File: config.mk
export PLATFORM = sky130hd
export DESIGN_NAME = bridge_arbiter_flat
export DESIGN_NICKNAME = d
export VERILOG_FILES = /design/src/rtl/bridge_pkg.sv /design/src/rtl/bridge_arbiter_if.sv /design/src/rtl/rr_pick2.sv /design/src/rtl/bridge_arbiter.sv /design/src/flat_wrapper.sv
export SDC_FILE = /design/constraint.sdc
export NUM_CORES = 1
export LEC_CHECK = 0
export BUFFER_PORTS_ARGS = -buffer_cell sky130_fd_sc_hd__buf_2
export CAP_MARGIN = 25
export CORE_AREA = 10 10 136 88
export DETAILED_ROUTE_END_ITERATION = 8
export DIE_AREA = 0 0 146 98
export HOLD_SLACK_MARGIN = 0.15
export PLACE_DENSITY = 0.77
export SYNTH_ARGS = -nofsm -noshare
export SYNTH_HDL_FRONTEND = slang
export SYNTH_SLANG_ARGS = --single-unit
File: constraint.sdc
create_clock -name clk_clk -period 2.3 [get_ports clk_clk]
set_input_delay 0.115 -clock clk_clk [delete_from_list [all_inputs] [get_ports clk_clk]]
set_output_delay 0.115 -clock clk_clk [all_outputs]
set_load 0.005 [all_outputs]
File: src/rtl/bridge_pkg.sv
// Shared types and bus widths for the two-port bridge arbiter.
package bridge_pkg;

    localparam int ADDR_W = 26;
    localparam int DATA_W = 16;
    localparam int BE_W   = DATA_W / 8;

    typedef enum logic [1:0] {
        IDLE = 2'd0,
        BUSY = 2'd1,
        DONE = 2'd2
    } state_e;

    typedef struct packed {
        logic              we;
        logic [ADDR_W-1:0] addr;
        logic [BE_W-1:0]   be;
        logic [DATA_W-1:0] wdata;
    } bridge_cmd_t;

endpackage

File: src/rtl/bridge_arbiter_if.sv
// Requester ports and bridge-master signals of the arbiter; slave = arbiter view, master = environment view.
interface bridge_arbiter_if;
    import bridge_pkg::*;

    logic              req0, we0, ack0, err0;
    logic [ADDR_W-1:0] addr0;
    logic [BE_W-1:0]   be0;
    logic [DATA_W-1:0] wdata0, rdata0;

    logic              req1, we1, ack1, err1;
    logic [ADDR_W-1:0] addr1;
    logic [BE_W-1:0]   be1;
    logic [DATA_W-1:0] wdata1, rdata1;

    logic [ADDR_W-1:0] bridge_address;
    logic [BE_W-1:0]   bridge_byte_enable;
    logic              bridge_read, bridge_write, bridge_acknowledge;
    logic [DATA_W-1:0] bridge_write_data, bridge_read_data;
    logic              timeout_sticky, busy;

    modport slave (
        input  req0, we0, addr0, be0, wdata0,
        input  req1, we1, addr1, be1, wdata1,
        input  bridge_acknowledge, bridge_read_data,
        output ack0, rdata0, err0, ack1, rdata1, err1,
        output bridge_address, bridge_byte_enable, bridge_read, bridge_write, bridge_write_data,
        output timeout_sticky, busy
    );

    modport master (
        output req0, we0, addr0, be0, wdata0,
        output req1, we1, addr1, be1, wdata1,
        output bridge_acknowledge, bridge_read_data,
        input  ack0, rdata0, err0, ack1, rdata1, err1,
        input  bridge_address, bridge_byte_enable, bridge_read, bridge_write, bridge_write_data,
        input  timeout_sticky, busy
    );

endinterface

File: src/rtl/rr_pick2.sv
// Two-way round-robin pick: a lone requester wins, a tie goes to the port not granted last.
module rr_pick2 (
    input  logic req0_i,
    input  logic req1_i,
    input  logic last_grant_i,
    output logic valid_o,
    output logic grant_o
);

    assign valid_o = req0_i | req1_i;
    assign grant_o = (req0_i & req1_i) ? ~last_grant_i : req1_i;

endmodule

File: src/rtl/bridge_arbiter.sv
// Shares the bridge master between two requesters, one registered transaction at a time.
// state | meaning
// IDLE  | no command on the bridge, waiting for a request
// BUSY  | command held on the bridge until acknowledge or watchdog expiry
// DONE  | one-cycle ack (and err) to the granted port
module bridge_arbiter
    import bridge_pkg::*;
#(
    parameter int TIMEOUT_CYCLES = 1024
) (
    input  logic            clk_clk,
    input  logic            reset_reset_n,
    bridge_arbiter_if.slave bus
);

    localparam int               TMR_W    = $clog2(TIMEOUT_CYCLES);
    localparam logic [TMR_W-1:0] TMR_LOAD = TMR_W'(TIMEOUT_CYCLES - 1);

    state_e            state_q, state_d;
    bridge_cmd_t       cmd_q, cmd_d, win_cmd;
    logic              rd_q, rd_d, wr_q, wr_d;
    logic              grant_q, grant_d, last_grant_q, last_grant_d;
    logic              err_q, err_d, sticky_q, sticky_d;
    logic [TMR_W-1:0]  timer_q, timer_d;
    logic [DATA_W-1:0] rdata0_q, rdata0_d, rdata1_q, rdata1_d;
    logic              pick_valid, pick_grant;

    rr_pick2 u_pick (
        .req0_i      (bus.req0),
        .req1_i      (bus.req1),
        .last_grant_i(last_grant_q),
        .valid_o     (pick_valid),
        .grant_o     (pick_grant)
    );

    always_ff @(posedge clk_clk) begin
        if (!reset_reset_n) begin
            state_q      <= IDLE;
            cmd_q        <= '0;
            rd_q         <= 1'b0;
            wr_q         <= 1'b0;
            grant_q      <= 1'b0;
            last_grant_q <= 1'b1;
            err_q        <= 1'b0;
            sticky_q     <= 1'b0;
            timer_q      <= '0;
            rdata0_q     <= '0;
            rdata1_q     <= '0;
        end else begin
            state_q      <= state_d;
            cmd_q        <= cmd_d;
            rd_q         <= rd_d;
            wr_q         <= wr_d;
            grant_q      <= grant_d;
            last_grant_q <= last_grant_d;
            err_q        <= err_d;
            sticky_q     <= sticky_d;
            timer_q      <= timer_d;
            rdata0_q     <= rdata0_d;
            rdata1_q     <= rdata1_d;
        end
    end

    always_comb begin
        state_d      = state_q;
        cmd_d        = cmd_q;
        rd_d         = rd_q;
        wr_d         = wr_q;
        grant_d      = grant_q;
        last_grant_d = last_grant_q;
        err_d        = err_q;
        sticky_d     = sticky_q;
        timer_d      = timer_q;
        rdata0_d     = rdata0_q;
        rdata1_d     = rdata1_q;

        win_cmd.we    = pick_grant ? bus.we1    : bus.we0;
        win_cmd.addr  = pick_grant ? bus.addr1  : bus.addr0;
        win_cmd.be    = pick_grant ? bus.be1    : bus.be0;
        win_cmd.wdata = pick_grant ? bus.wdata1 : bus.wdata0;

        case (state_q)
            IDLE: begin
                if (pick_valid) begin
                    cmd_d        = win_cmd;
                    rd_d         = ~win_cmd.we;
                    wr_d         = win_cmd.we;
                    grant_d      = pick_grant;
                    last_grant_d = pick_grant;
                    err_d        = 1'b0;
                    timer_d      = TMR_LOAD;
                    state_d      = BUSY;
                end
            end
            BUSY: begin
                // Acknowledge is tested first so a late ack on the expiry cycle still succeeds.
                if (bus.bridge_acknowledge) begin
                    rd_d    = 1'b0;
                    wr_d    = 1'b0;
                    state_d = DONE;
                    if (!cmd_q.we) begin
                        if (grant_q) rdata1_d = bus.bridge_read_data;
                        else         rdata0_d = bus.bridge_read_data;
                    end
                end else if (timer_q == '0) begin
                    rd_d     = 1'b0;
                    wr_d     = 1'b0;
                    err_d    = 1'b1;
                    sticky_d = 1'b1;
                    state_d  = DONE;
                    if (!cmd_q.we) begin
                        if (grant_q) rdata1_d = '0;
                        else         rdata0_d = '0;
                    end
                end else begin
                    timer_d = timer_q - TMR_W'(1);
                end
            end
            DONE: begin
                err_d   = 1'b0;
                state_d = IDLE;
            end
            default: state_d = IDLE;
        endcase
    end

    assign bus.ack0 = (state_q == DONE) && !grant_q;
    assign bus.ack1 = (state_q == DONE) && grant_q;
    assign bus.err0 = bus.ack0 && err_q;
    assign bus.err1 = bus.ack1 && err_q;
    assign bus.rdata0 = rdata0_q;
    assign bus.rdata1 = rdata1_q;

    assign bus.bridge_address     = cmd_q.addr;
    assign bus.bridge_byte_enable = cmd_q.be;
    assign bus.bridge_write_data  = cmd_q.wdata;
    assign bus.bridge_read        = rd_q;
    assign bus.bridge_write       = wr_q;

    assign bus.timeout_sticky = sticky_q;
    assign bus.busy           = (state_q != IDLE);

endmodule

File: src/flat_wrapper.sv
// flat-port wrapper written by rule: the top's interface ports become plain ports
module bridge_arbiter_flat import bridge_pkg::*;
#(
    parameter int TIMEOUT_CYCLES = 1024
)
  (clk_clk, reset_reset_n, bus_req0, bus_we0, bus_addr0, bus_be0, bus_wdata0, bus_req1, bus_we1, bus_addr1, bus_be1, bus_wdata1, bus_bridge_acknowledge, bus_bridge_read_data, bus_ack0, bus_rdata0, bus_err0, bus_ack1, bus_rdata1, bus_err1, bus_bridge_address, bus_bridge_byte_enable, bus_bridge_read, bus_bridge_write, bus_bridge_write_data, bus_timeout_sticky, bus_busy);
  bridge_arbiter_if bus_i ();
  input  logic clk_clk;
  input  logic reset_reset_n;
  input wire logic [$bits(bus_i.req0)-1:0] bus_req0;
  input wire logic [$bits(bus_i.we0)-1:0] bus_we0;
  input wire logic [$bits(bus_i.addr0)-1:0] bus_addr0;
  input wire logic [$bits(bus_i.be0)-1:0] bus_be0;
  input wire logic [$bits(bus_i.wdata0)-1:0] bus_wdata0;
  input wire logic [$bits(bus_i.req1)-1:0] bus_req1;
  input wire logic [$bits(bus_i.we1)-1:0] bus_we1;
  input wire logic [$bits(bus_i.addr1)-1:0] bus_addr1;
  input wire logic [$bits(bus_i.be1)-1:0] bus_be1;
  input wire logic [$bits(bus_i.wdata1)-1:0] bus_wdata1;
  input wire logic [$bits(bus_i.bridge_acknowledge)-1:0] bus_bridge_acknowledge;
  input wire logic [$bits(bus_i.bridge_read_data)-1:0] bus_bridge_read_data;
  output wire logic [$bits(bus_i.ack0)-1:0] bus_ack0;
  output wire logic [$bits(bus_i.rdata0)-1:0] bus_rdata0;
  output wire logic [$bits(bus_i.err0)-1:0] bus_err0;
  output wire logic [$bits(bus_i.ack1)-1:0] bus_ack1;
  output wire logic [$bits(bus_i.rdata1)-1:0] bus_rdata1;
  output wire logic [$bits(bus_i.err1)-1:0] bus_err1;
  output wire logic [$bits(bus_i.bridge_address)-1:0] bus_bridge_address;
  output wire logic [$bits(bus_i.bridge_byte_enable)-1:0] bus_bridge_byte_enable;
  output wire logic [$bits(bus_i.bridge_read)-1:0] bus_bridge_read;
  output wire logic [$bits(bus_i.bridge_write)-1:0] bus_bridge_write;
  output wire logic [$bits(bus_i.bridge_write_data)-1:0] bus_bridge_write_data;
  output wire logic [$bits(bus_i.timeout_sticky)-1:0] bus_timeout_sticky;
  output wire logic [$bits(bus_i.busy)-1:0] bus_busy;
  assign bus_i.req0 = bus_req0;
  assign bus_i.we0 = bus_we0;
  assign bus_i.addr0 = bus_addr0;
  assign bus_i.be0 = bus_be0;
  assign bus_i.wdata0 = bus_wdata0;
  assign bus_i.req1 = bus_req1;
  assign bus_i.we1 = bus_we1;
  assign bus_i.addr1 = bus_addr1;
  assign bus_i.be1 = bus_be1;
  assign bus_i.wdata1 = bus_wdata1;
  assign bus_i.bridge_acknowledge = bus_bridge_acknowledge;
  assign bus_i.bridge_read_data = bus_bridge_read_data;
  assign bus_ack0 = bus_i.ack0;
  assign bus_rdata0 = bus_i.rdata0;
  assign bus_err0 = bus_i.err0;
  assign bus_ack1 = bus_i.ack1;
  assign bus_rdata1 = bus_i.rdata1;
  assign bus_err1 = bus_i.err1;
  assign bus_bridge_address = bus_i.bridge_address;
  assign bus_bridge_byte_enable = bus_i.bridge_byte_enable;
  assign bus_bridge_read = bus_i.bridge_read;
  assign bus_bridge_write = bus_i.bridge_write;
  assign bus_bridge_write_data = bus_i.bridge_write_data;
  assign bus_timeout_sticky = bus_i.timeout_sticky;
  assign bus_busy = bus_i.busy;
  bridge_arbiter #(.TIMEOUT_CYCLES(TIMEOUT_CYCLES)) u_core (.clk_clk(clk_clk), .reset_reset_n(reset_reset_n), .bus(bus_i));
endmodule
* After elaboration in Yosys (flattened, before gate mapping)
Index checks and enable logic that the tools add are counted.
** Storage, ports and cells
- Output and inout port bits :: 84
- Input bits :: 111
- Word-level logic and storage cells :: 83
- Register bits :: 95
** Operators by class
- Bitwise logic cells :: 7
- Equality and inequality tests :: 7
- $add $sub $neg :: 1
- Mux-type cells :: 35
- Reduce and logical (&&, ||, !) cells :: 19
** Operators with widths (number)
- 16-bit 2-to-1 mux :: 13
- 10-bit 2-to-1 mux :: 3
- 26-bit 2-to-1 mux :: 1
- 10-bit one-hot mux with 2 select lines :: 1
- 4-bit AND reduction :: 4
- 10-bit logical NOT :: 1
- 10-bit by 1-bit subtractor with 10-bit output, second input constant :: 1
- 1-bit 2-to-1 mux :: 9
- 2-bit 2-to-1 mux :: 4
- 3-bit AND reduction :: 2
- 2-bit nonzero test :: 3
- 1-bit NOT :: 5
- 1-bit logical AND :: 4
- 2-bit by 1-bit inequality test with 1-bit output, second input constant :: 2
- 2-bit inequality test, second input constant :: 2
- 1-bit one-hot mux with 2 select lines :: 2
- 2-bit one-hot mux with 2 select lines :: 1
- 2-bit AND reduction :: 2
- 3-bit by 2-bit inequality test with 1-bit output, second input constant :: 1
- 1-bit one-hot mux with 3 select lines :: 1
- 3-bit nonzero test :: 1
- 2-bit by 1-bit == test with 1-bit output, second input constant :: 1
- 2-bit == test, second input constant :: 1
- 2-bit logical NOT :: 1
- other kinds (3) :: 3

* Depth between registers and ports, before layout
- Word-level depth :: 6
- Gate-level depth with buffers :: 7
- Gate-level depth less buffers :: 6

* Cells and area by module
A second synthesis with hierarchy kept.
** Second synthesis, totals
- Cells, all modules :: 469
- Area total of the unflattened synthesis :: 4428.0 µm²
** Modules (own cells, without submodules)
- bridge_arbiter :: cells each 467, instances 1, sequential area each 1901.8 µm², area each 4414.2 µm²
- rr_pick2 :: cells each 2, instances 1, sequential area each 0.0 µm², area each 13.8 µm²

* Worst setup path before layout
Ideal clock, no wire load.
- Kind :: register to register
- Start :: reg u_core.timer_q[9]
- End :: reg u_core.rdata0_q[10] (netlist: u_core.bus.rdata0[10])
- Arrival time :: 1.850 ns
- Path buffers :: 1
- Data required time :: 2.228 ns
- Period minus slack after synthesis :: 1.921 ns
- Library setup time :: 0.072 ns
- Cell stages (with the launch flop) :: 6
- Slack :: 0.379 ns
- Path through :: dfxtp_1 > nor4_4 > a31oi_4 > nor4_4 > buf_6 > mux2i_1
** Between the ends
- Cells in the longest elaborated chain, start to end :: 3
** RTL lines
- start, declared :: RTL line bridge_arbiter.sv:24 : logic [TMR_W-1:0] timer_q, timer_d;
- start signal, assigned :: RTL line bridge_arbiter.sv:58 : timer_q <= timer_d;
- 10-bit logical NOT :: RTL line bridge_arbiter.sv:105 : end else if (timer_q == '0) begin
- 2-bit nonzero test (no line)
- 4-bit AND reduction (no line)
- end signal, assigned :: RTL line bridge_arbiter.sv:59 : rdata0_q <= rdata0_d;
- end, declared :: RTL line bridge_arbiter.sv:25 : logic [DATA_W-1:0] rdata0_q, rdata0_d, rdata1_q, rdata1_d;
No other way between the ends.
A chain may end at the register's enable or synchronous reset.

* Final worst setup path
- Start :: reg u_core.last_grant_q
- End :: reg u_core.cmd_q, in the netlist u_core.bus.bridge_write_data[6]
** Between the ends
- Cells in the longest elaborated chain, start to end :: 3
** RTL lines
- start, declared :: RTL line bridge_arbiter.sv:22 : logic grant_q, grant_d, last_grant_q, last_grant_d;
- start signal, assigned :: RTL line bridge_arbiter.sv:55 : last_grant_q <= last_grant_d;
- 1-bit NOT :: RTL line rr_pick2.sv:11 : assign grant_o = (req0_i & req1_i) ? ~last_grant_i : req1_i;
- 1-bit 2-to-1 mux :: RTL line rr_pick2.sv:11
- 16-bit 2-to-1 mux :: RTL line bridge_arbiter.sv:80 : win_cmd.wdata = pick_grant ? bus.wdata1 : bus.wdata0;
- end signal, assigned :: RTL line bridge_arbiter.sv:51 : cmd_q <= cmd_d;
- end, declared :: RTL line bridge_arbiter.sv:20 : bridge_cmd_t cmd_q, cmd_d, win_cmd;
No other way between the ends.

==> results_dict.tcl <==
set metrics [dict create \
    status "completed" \
    dpl-instance-area_mm2 0.00518 \
    tns_ns 0 \
    dp_hpwl_um 9520 \
    die_y_um 98 \
    core_region_area_mm2 0.00956 \
    ir_drop_uv 356 \
    dr.first_iter.drc_count 372 \
    gp_congestion 0.906 \
    clock.fmax_mhz 483 \
    die_x_um 146 \
    cts_setup_buffers 0 \
    grt_first_pass_wirelength_um 23100 \
    r2r_end "u_core.bus.bridge_write_data[6]$_SDFFE_PN0P_" \
    grt_pass1_vias 4351 \
    ioPinCount 195 \
    synth_ff_type "dfxtp_1" \
    firstDrtPassIters 5 \
    leakagePower_nw 2.84 \
    syn-num-nets 580 \
    crit_path_start "u_core.last_grant_q$_SDFFE_PN1P_" \
    synth_top_area_frac 0.432 \
    netlist_top_cells_area "dfxtp_1 43%, mux2i_1 17%, a211oi_1 8.5%" \
    ys_ff_latch 95 \
    syn2layout_area_growth_pct 44.3 \
    finalCritPeriodShare 0.900 \
    endpoint_kind "flip-flop" \
    ys_seq_area_frac 0.432 \
    cts_hold_buf 86 \
    clkTransAtPathRegs_ns 0.07 \
    postCtsResizedCells 0 \
    via_count 4209 \
    synth.avg_cell_area_um2 9.41 \
    finalClockSkew_ns 0.00508 \
    synth_cell_types 40 \
    placement.io_buffers 194 \
    crit_path_start_kind "flip-flop" \
    worstPathRequired_ns 2.55 \
    max_slew_margin 0.572 \
    numCtsBuffers 9 \
    crit_type "reg2reg" \
    synth_edf_count 0 \
    holdCritPathClass "in2reg" \
    nets 802 \
    grt_max_degree 74 \
    final_layout_size_suffix_gt1_frac 0.329 \
    synthCells 468 \
    finalSetupViolations 0 \
    cp.arrival_ns 2.32 \
    worst_pin_slew_ns 0.642 \
    yosysWarnings 0 \
    stdcell_area_mm2 0.00636 \
    rows 28 \
    grt_use_total 0.196 \
    syn_area_mm2 0.00441 \
    drtAntennaViolNets 0 \
    yosysTopAreaCell "dfxtp_1" \
    antenna_found_initial 1 \
    initial_core_util 0.461 \
    cp_max_fo 43 \
    grt-ovfl-total 0 \
    p_per_area_mw_per_mm2 683 \
    rsz0062_at_grt "false" \
    drc 0 \
    die-area_mm2 0.0143 \
    clkLatencyLatePin_ns 0.34 \
    cts_tree "yes" \
    fin_crit_ns 2.07 \
    root_buffer "clkbuf_16" \
    async_flop_share 0 \
    cap_violations 0 \
    post_drt_via_cell_ratio 5.06 \
    worstHoldStart "bus_addr0[16]" \
    cp-endpoint "u_core.bus.bridge_write_data[6]$_SDFFE_PN0P_" \
    hold_viol 0 \
    r2r_slack_ns 0.23 \
    wl_per_cell_um 17.6 \
    wl_um 14600 \
    slew_violations 0 \
    worstRegToRegCells 5 \
    cts_sinks 95 \
    htreeDepth 3 \
    clk_path_buf_depth 2 \
    fillers 715 \
    reg2reg_from "u_core.last_grant_q$_SDFFE_PN1P_" \
]
## cell families (layout without fill, tap and decap cells)
group,Yosys count,in the layout,share of synthesized area
mux,77,77,0.175
compound gates,71,71,0.120
buf+inv,81,308,0.112
fa+ha+maj,1,1,0.00284
other cells,0,1,0
simple gates,142,142,0.156
xor+xnor,1,1,0.00199
flops,95,95,0.432
## flip-flops by register name (all words and copies together), names as in the netlist
signal and flops:
u_core.bus.bridge_address 26, u_core.bus.bridge_byte_enable 2, u_core.bus.bridge_read 1, u_core.bus.bridge_write 1
u_core.bus.bridge_write_data 16, u_core.bus.rdata0 16, u_core.bus.rdata1 16, u_core.bus.timeout_sticky 1
u_core.cmd_q 1, u_core.err_q 1, u_core.grant_q 1, u_core.last_grant_q 1
u_core.state_q 2, u_core.timer_q 10
## placed cells by master (no fill, tap or decap), drive strengths merged, types with 2 or more instances in the layout
master,instances
inv,5
nor4,3
nor3b,2
clkbuf,11
a211oi,50
a31oi,4
or2,2
nor2,53
a311oi,3
and2,3
clkinv,2
o21ai,2
dlygate4sd3,86
nand2,37
and4,3
nor3,11
a21oi,6
buf,202
dfxtp,95
mux2i,77
or3,2
nand3,20
## synthesized netlist by cell type (2+ instances only)
| cell type | n |
|---|---|
| buf_4 | 45 |
| inv_1 | 3 |
| nand2_1 | 37 |
| clkbuf_1 | 23 |
| a21oi_1 | 6 |
| nor4_4 | 3 |
| a31oi_1 | 3 |
| and4_1 | 3 |
| buf_1 | 3 |
| buf_6 | 2 |
| and2_1 | 3 |
| buf_2 | 4 |
| o21ai_0 | 2 |
| nor3_1 | 11 |
| nor3b_1 | 2 |
| nand3_1 | 20 |
| or2_2 | 2 |
| nor2_1 | 53 |
| mux2i_1 | 77 |
| a211oi_1 | 50 |
| dfxtp_1 | 95 |
| a311oi_1 | 3 |
## power by group
| part | switching, mW | leakage, nW | internal [mW] |
|---|---|---|---|
| Clock | 0.643 | 0.153 | 0.912 |
| Sequential | 0.102 | 0.782 | 1.78 |
| Combinational | 0.442 | 1.91 | 0.462 |
## layer usage
metal  wire length, um  GRT usage  share of wire
met1              5790      0.220           0.40
met2              7210      0.337           0.49
met3              1060     0.0604          0.073
met4               523     0.0927          0.036
met5                 0          0              0
## through the flow
stage               setup slack [ns]  cells   util  total power, mW  hold WS [ns]
detailed placement             0.276    728  0.541             2.65         0.434
floorplan                      0.379    468      -             2.44         0.309
CTS                            0.261    830  0.664             4.35         0.151
global placement               0.419    728  0.541             2.62         0.421
finish                         0.230    831  0.665             4.34         0.152
global route                   0.136    831  0.665             4.53         0.158
## layout make-up
cell class	instances	area [um2]	area share
Tap cell	135	169	0.0266
Antenna cell	1	2.50	0.000394
Clock buffer	11	253	0.0398
Inverter	4	15.0	0.00236
Multi-Input combinational cell	292	2040	0.320
Clock inverter	5	63.8	0.0100
Timing Repair Buffer	288	1920	0.302
Sequential cell	95	1900	0.299
## critical path, cell delays in order (launching register included)
cell and delay, ns:
dfxtp_1 0.34, a21boi_4 0.26, buf_12 0.32, mux2i_1 0.14, dlygate4sd3_1 0.61, a211oi_1 0.27
## worst min path at each step
| stage | endpoint | depth (start not counted) |
|---|---|---|
| after floorplan | u_core.bus.rdata0[10]$_SDFFE_PN0P_ | 2 |
| after global placement | u_core.bus.rdata1[14]$_SDFFE_PN0P_ | 3 |
| after detailed placement | u_core.bus.rdata0[5]$_SDFFE_PN0P_ | 3 |
| after CTS | u_core.bus.bridge_write_data[13]$_SDFFE_PN0P_ | 3 |
| after global routing | u_core.bus.bridge_address[5]$_SDFFE_PN0P_ | 3 |
| final | u_core.bus.bridge_address[16]$_SDFFE_PN0P_ | 3 |
Note: power is estimated with default switching activity, not from simulation.
